**config.mk**
```make
export PLATFORM = sky130hd
export DESIGN_NAME = edge_event_arbiter_flat
export DESIGN_NICKNAME = d
export VERILOG_FILES = /design/src/rtl/edge_event_if.sv /design/src/rtl/edge_event_arbiter.sv /design/src/flat_wrapper.sv
export SDC_FILE = /design/constraint.sdc
export NUM_CORES = 1
export LEC_CHECK = 0
export CORE_UTILIZATION = 35
export CTS_CLUSTER_DIAMETER = 40
export CTS_CLUSTER_SIZE = 10
export DETAILED_ROUTE_END_ITERATION = 10
export PLACE_DENSITY_LB_ADDON = 0.1
export SYNTH_ARGS = -nofsm -noshare
export SYNTH_HDL_FRONTEND = slang
export SYNTH_SLANG_ARGS = --single-unit
```
**constraint.sdc**
```tcl
create_clock -name clk -period 3.8 [get_ports clk]
set_input_delay 0.76 -clock clk [delete_from_list [all_inputs] [get_ports clk]]
set_output_delay 0.76 -clock clk [all_outputs]
set_load 0.1 [all_outputs]
```
**src/rtl/edge_event_if.sv**
```systemverilog
// Consumer-side event handshake of edge_event_arbiter.
// The evt_time field and TS_W exist only when EDGE_EVENT_TIMESTAMP_EN is defined.
interface edge_event_if #(
   parameter int CH_W = 2
`ifdef EDGE_EVENT_TIMESTAMP_EN
   , parameter int TS_W = 16
`endif
);
   logic            evt_valid;
   logic            evt_ready;
   logic [CH_W-1:0] evt_ch;
   logic            evt_rising;
`ifdef EDGE_EVENT_TIMESTAMP_EN
   logic [TS_W-1:0] evt_time;
`endif

   modport master (
      input  evt_ready,
      output evt_valid,
      output evt_ch,
      output evt_rising
`ifdef EDGE_EVENT_TIMESTAMP_EN
      , output evt_time
`endif
   );

   modport slave (
      output evt_ready,
      input  evt_valid,
      input  evt_ch,
      input  evt_rising
`ifdef EDGE_EVENT_TIMESTAMP_EN
      , input  evt_time
`endif
   );
endinterface

```
**src/rtl/edge_event_arbiter.sv**
```systemverilog
// Latches per-channel edge pulses as pending events, grants them round-robin into a show-ahead FIFO.
// Optional macro EDGE_EVENT_TIMESTAMP_EN adds a free-running timestamp carried with each event.
module edge_event_arbiter #(
   parameter int NUM_CH = 4,
   parameter int CH_W   = 2,
   parameter int DEPTH  = 8,
   parameter int PTR_W  = 3,
   parameter int TS_W   = 16
) (
   input  logic              clk,
   input  logic              reset,
   input  logic [NUM_CH-1:0] pos_pulse,
   input  logic [NUM_CH-1:0] neg_pulse,
   input  logic [NUM_CH-1:0] ch_enable,
   input  logic              clear_ovf,
   edge_event_if.master      evt,
   output logic [PTR_W:0]    evt_count,
   output logic              overflow
);

`ifdef EDGE_EVENT_TIMESTAMP_EN
   localparam int ENT_W = CH_W + 1 + TS_W;
`else
   localparam int ENT_W = CH_W + 1;
`endif
   localparam int R_BIT = ENT_W - 1 - CH_W;
   localparam logic [PTR_W:0] FULL_CNT = (PTR_W+1)'(DEPTH);

   if (NUM_CH < 2 || NUM_CH > 16 || (1 << CH_W) < NUM_CH ||
       DEPTH != (1 << PTR_W) || TS_W < 1) begin : g_param_check
      $error("edge_event_arbiter: inconsistent parameters");
   end

   logic [NUM_CH-1:0] pend_r, pend_f, last_edge;
   logic [NUM_CH-1:0] set_r, set_f, clr_r, clr_f, drop_r, drop_f;
   logic [NUM_CH-1:0] gnt_oh;
   logic [CH_W-1:0]   rr_ptr, gnt_ch;
   logic              found, gnt_rising, grant, pop, full, drop;
   logic [PTR_W-1:0]  wr_ptr, rd_ptr;
   logic [ENT_W-1:0]  mem [DEPTH];
   logic [ENT_W-1:0]  head, entry;

`ifdef EDGE_EVENT_TIMESTAMP_EN
   logic [TS_W-1:0] ts_cnt, gnt_time;
   logic [TS_W-1:0] ts_r [NUM_CH];
   logic [TS_W-1:0] ts_f [NUM_CH];
`endif

   // Round-robin search: first pass covers rr_ptr..NUM_CH-1, second pass wraps to 0.
   always_comb begin
      found      = 1'b0;
      gnt_ch     = '0;
      gnt_rising = 1'b0;
      gnt_oh     = '0;
`ifdef EDGE_EVENT_TIMESTAMP_EN
      gnt_time   = '0;
`endif
      for (int pass = 0; pass < 2; pass++) begin
         for (int i = 0; i < NUM_CH; i++) begin
            if (!found && (pend_r[i] || pend_f[i]) && (pass == 1 || CH_W'(i) >= rr_ptr)) begin
               found      = 1'b1;
               gnt_ch     = CH_W'(i);
               gnt_oh[i]  = 1'b1;
               // With both edges pending, the one opposite the last delivered edge goes first.
               gnt_rising = pend_r[i] && !(pend_f[i] && last_edge[i]);
`ifdef EDGE_EVENT_TIMESTAMP_EN
               gnt_time   = gnt_rising ? ts_r[i] : ts_f[i];
`endif
            end
         end
      end
   end

   assign full   = (evt_count == FULL_CNT);
   assign pop    = evt.evt_valid && evt.evt_ready;
   assign grant  = found && (!full || pop);
   assign set_r  = pos_pulse & ch_enable;
   assign set_f  = neg_pulse & ch_enable;
   assign clr_r  = gnt_oh & {NUM_CH{grant && gnt_rising}};
   assign clr_f  = gnt_oh & {NUM_CH{grant && !gnt_rising}};
   // A re-pulse on a bit that is being granted this cycle simply re-arms it.
   assign drop_r = set_r & pend_r & ~clr_r;
   assign drop_f = set_f & pend_f & ~clr_f;
   assign drop   = |{drop_r, drop_f};

`ifdef EDGE_EVENT_TIMESTAMP_EN
   assign entry = {gnt_ch, gnt_rising, gnt_time};
`else
   assign entry = {gnt_ch, gnt_rising};
`endif

   always_ff @(posedge clk or posedge reset) begin
      if (reset) begin
         pend_r    <= '0;
         pend_f    <= '0;
         last_edge <= '0;
         rr_ptr    <= '0;
         wr_ptr    <= '0;
         rd_ptr    <= '0;
         evt_count <= '0;
         overflow  <= 1'b0;
`ifdef EDGE_EVENT_TIMESTAMP_EN
         ts_cnt    <= '0;
`endif
      end else begin
         pend_r <= (pend_r & ~clr_r) | set_r;
         pend_f <= (pend_f & ~clr_f) | set_f;
         if (grant) begin
            last_edge <= (last_edge & ~gnt_oh) | (gnt_oh & {NUM_CH{gnt_rising}});
            rr_ptr    <= (gnt_ch == CH_W'(NUM_CH-1)) ? '0 : gnt_ch + CH_W'(1);
            wr_ptr    <= wr_ptr + PTR_W'(1);
         end
         if (pop)
            rd_ptr <= rd_ptr + PTR_W'(1);
         case ({grant, pop})
            2'b10:   evt_count <= evt_count + (PTR_W+1)'(1);
            2'b01:   evt_count <= evt_count - (PTR_W+1)'(1);
            default: evt_count <= evt_count;
         endcase
         if (drop)
            overflow <= 1'b1;
         else if (clear_ovf)
            overflow <= 1'b0;
`ifdef EDGE_EVENT_TIMESTAMP_EN
         ts_cnt <= ts_cnt + TS_W'(1);
`endif
      end
   end

   always_ff @(posedge clk) begin
      if (grant)
         mem[wr_ptr] <= entry;
`ifdef EDGE_EVENT_TIMESTAMP_EN
      for (int c = 0; c < NUM_CH; c++) begin
         if (set_r[c] && !drop_r[c])
            ts_r[c] <= ts_cnt;
         if (set_f[c] && !drop_f[c])
            ts_f[c] <= ts_cnt;
      end
`endif
   end

   // Show-ahead head; fields are forced to zero while the queue is empty.
   assign head           = mem[rd_ptr];
   assign evt.evt_valid  = (evt_count != '0);
   assign evt.evt_ch     = evt.evt_valid ? head[ENT_W-1 -: CH_W] : '0;
   assign evt.evt_rising = evt.evt_valid && head[R_BIT];
`ifdef EDGE_EVENT_TIMESTAMP_EN
   assign evt.evt_time   = evt.evt_valid ? head[TS_W-1:0] : '0;
`endif

endmodule

```
**src/flat_wrapper.sv**
```systemverilog
// flat-port wrapper written by rule: the top's interface ports become plain ports
module edge_event_arbiter_flat 
#(
   parameter int NUM_CH = 4,
   parameter int CH_W   = 2,
   parameter int DEPTH  = 8,
   parameter int PTR_W  = 3,
   parameter int TS_W   = 16
)
  (clk, reset, pos_pulse, neg_pulse, ch_enable, clear_ovf, evt_count, overflow, evt_evt_ready, evt_evt_valid, evt_evt_ch, evt_evt_rising);
  edge_event_if #(.CH_W(CH_W)) evt_i ();
  input  logic clk;
  input  logic reset;
  input  logic [NUM_CH-1:0] pos_pulse;
  input  logic [NUM_CH-1:0] neg_pulse;
  input  logic [NUM_CH-1:0] ch_enable;
  input  logic clear_ovf;
  output logic [PTR_W:0] evt_count;
  output logic overflow;
  input wire logic [$bits(evt_i.evt_ready)-1:0] evt_evt_ready;
  output wire logic [$bits(evt_i.evt_valid)-1:0] evt_evt_valid;
  output wire logic [$bits(evt_i.evt_ch)-1:0] evt_evt_ch;
  output wire logic [$bits(evt_i.evt_rising)-1:0] evt_evt_rising;
  assign evt_i.evt_ready = evt_evt_ready;
  assign evt_evt_valid = evt_i.evt_valid;
  assign evt_evt_ch = evt_i.evt_ch;
  assign evt_evt_rising = evt_i.evt_rising;
  edge_event_arbiter #(.NUM_CH(NUM_CH), .CH_W(CH_W), .DEPTH(DEPTH), .PTR_W(PTR_W), .TS_W(TS_W)) u_core (.clk(clk), .reset(reset), .pos_pulse(pos_pulse), .neg_pulse(neg_pulse), .ch_enable(ch_enable), .clear_ovf(clear_ovf), .evt(evt_i), .evt_count(evt_count), .overflow(overflow));
endmodule
```
==> results.ini <==
[layout]
layout_common_cells = dfrtp_1, nand2_1, edfxtp_1
n_antenna_cell = 0
area_delta_synth_final_pct = 15.48
fillers = 716
layout_commonest_cell = dfrtp_1
nets = 265
drive_above_1_share_pct = 15.16

[critical_path]
reg2regPathDepth = 10
cp_data_required_time_ns = 3.04
crit_fanout = 8
start_kind = flop
r2r-end = u_core.evt_count[2]
r2r_start = u_core.evt_count[1]
crit_type = flop to output port
reg2reg_slack_ns = 1.24
cp.arrival_ns = 2.35
end_kind = output port

[clocking]
cts_hold_buf = 0
htreeDepth = 2
clk_path_buf_depth = 2
clk_pin_slew_ns = 0.09
post_cts_buffers = 0
root_buffer = clkbuf_8
numClockSinks = 49
ctsResizeCount = 0
cts_made_buffers = 5
cts_tree = done
clkLatencyLatePin_ns = 0.30

[synthesis]
yosys_warnings = 0
syn_nets = 241
syn_avg_cell_area_um2 = 11.99
synth.ff_latch_count = 49
yosys.area_share.simple_pct = 16.34
synth_cell_type_count = 60
syn_area_um2 = 2626
synth_compound_gate_area_share_pct = 15.91
ys_seq_area_share_pct = 51.26
netlist_instances = 219
synthXorXnorAreaFrac_pct = 3.001
synth-main-ff-cell = dfrtp_1
synth_top_family_by_area = simple AND/OR/NAND/NOR gates
synthMuxAreaShare_pct = 7.527
synth_enable_flop_cells = 24
async_flop_share_pct = 51.02
synth_fa_ha_area_share_pct = 2.859

[timing]
finClkSkew_ns = 0.009816
max_slew_margin_pct = 32.10
setup_viol = 0
tightest_slew_ns = 1.017
max_freq_mhz = 321.1
fin_crit_sh_pct = 81.95
fin_crit_ns = 3.114
hold_viol_final = 0
fin_setup_tns_ns = 0
drv_slew = 0
grt_setup_unrepaired = false

[global_routing]
grt_overflow_total = 0
grt_max_degree = 26
antenna_found_initial = 0
grt_pass1_vias = 1746
grt_pass1_wl_um = 8763
track_usage_pct = 14.97

[routing]
drt-vias-per-instance = 5.257
vias = 1803
wl_per_cell_um = 15.47
drc = 0
dr.pass1.iters = 4
drtAntennaViolNets = 0
drt_iter0_markers = 82
totalWireLength_um = 5306

[floorplan]
dieArea_um2 = 7854
pin_count = 25
core_area_um2 = 7253
die-width_um = 88.63
start_util_pct = 36.21
rows = 31
die_h_um = 88.63

[hold_path]
min_path_type = flop to flop
holdPathStages = 1

[placed_design]
dp_hpwl_um = 3922
port_buffers = 24
globalplace.congestion = 0.8096

[status]
status = finished clean

[job]
cap_violations = 0

==> synth_stat cells (all sizes together), types with 6 or more instances <==
| library cell | number | area share, % |
|---|---|---|
| nor4 | 6 | 2.7 |
| nor3 | 6 | 1.1 |
| ha | 6 | 2.9 |
| nand2b | 6 | 1.4 |
| edfxtp | 24 | 27 |
| nand2 | 24 | 3.4 |
| nor2 | 13 | 2.1 |
| a22o | 7 | 2.3 |
| a21oi | 8 | 1.5 |
| o21ai | 6 | 1.1 |
| dfrtp | 25 | 24 |
| inv | 7 | 1.0 |
| mux4 | 6 | 5.1 |
==> routing by layer <==
metal	vias up	GRT usage (%)	part of all wire [%]
li1	873	-	-
met1	876	19.53	47
met2	49	25.03	49
met3	5	2.892	3.4
met4	0	4.985	1.1
met5	-	0	0
==> layout make-up <==
type / instances / area, µm² / area share (%)
clock inverters: 3 / 21.27 / 0.7013
repair buffers: 26 / 247.7 / 8.168
multi-input cells: 154 / 1199 / 39.52
inverters: 7 / 26.28 / 0.8663
flip-flops and latches: 49 / 1346 / 44.39
well taps: 99 / 123.9 / 4.084
clock buffers: 5 / 68.82 / 2.269
==> metrics by stage <==
| step | utilization [%] | hold slack (ns) | cell area (µm²) | worst slack (ns) | cells |
|---|---|---|---|---|---|
| after global routing | 41.81 | 0.5113 | 3033 | 0.5462 | 343 |
| final | 41.81 | 0.4959 | 3033 | 0.6860 | 343 |
| after floorplan | - | 0.4592 | 2626 | 0.3411 | 219 |
| after detailed placement | 40.57 | 0.4804 | 2943 | 0.6480 | 335 |
| after global placement | 40.57 | 0.4750 | 2943 | 0.7111 | 335 |
| after CTS | 41.81 | 0.5018 | 3033 | 0.6370 | 343 |
==> how the worst max path moves through the flow <==
stage	from	to	slack, ns	cells past startpoint
global route	u_core.evt_count[1]	evt_evt_valid	0.55	3
finish	u_core.evt_count[1]	evt_evt_valid	0.69	3
detailed placement	evt_evt_ready	u_core.evt_count[3]	0.65	12
CTS	u_core.evt_count[1]	evt_evt_valid	0.64	3
floorplan	u_core.evt_count[1]	evt_evt_ch[0]	0.34	3
global placement	evt_evt_ready	u_core.evt_count[2]	0.71	11
==> registers in the layout, summed over array words and instances, names as in the netlist, named ones only <==
signal,cells
u_core.pend_r,4
u_core.mem,24
u_core.pend_f,4
u_core.overflow,1
u_core.evt_count,4
u_core.rr_ptr,2
u_core.wr_ptr,3
u_core.rd_ptr,3
==> worst max-delay path, cell delays in order, from the launching register on <==
cell	delay, ns
dfrtp_1	0.50
nor4_2	0.52
inv_2	0.06
clkdlybuf4s50_1	0.97
==> cell families (layout without fill, tap and decap cells) <==
group                      Yosys count  count (layout)
AOI/OAI and AO/OA                   49              49
DFF                                 49              49
muxes                               12              12
adders and majority gates            6               6
buffers and inverters               16              41
and+or+nand+nor                     78              78
xor gates and xnor gates             9               9
Power is not shown: default switching activity piles up to over one toggle a cycle in this logic, so the estimate is an artifact.
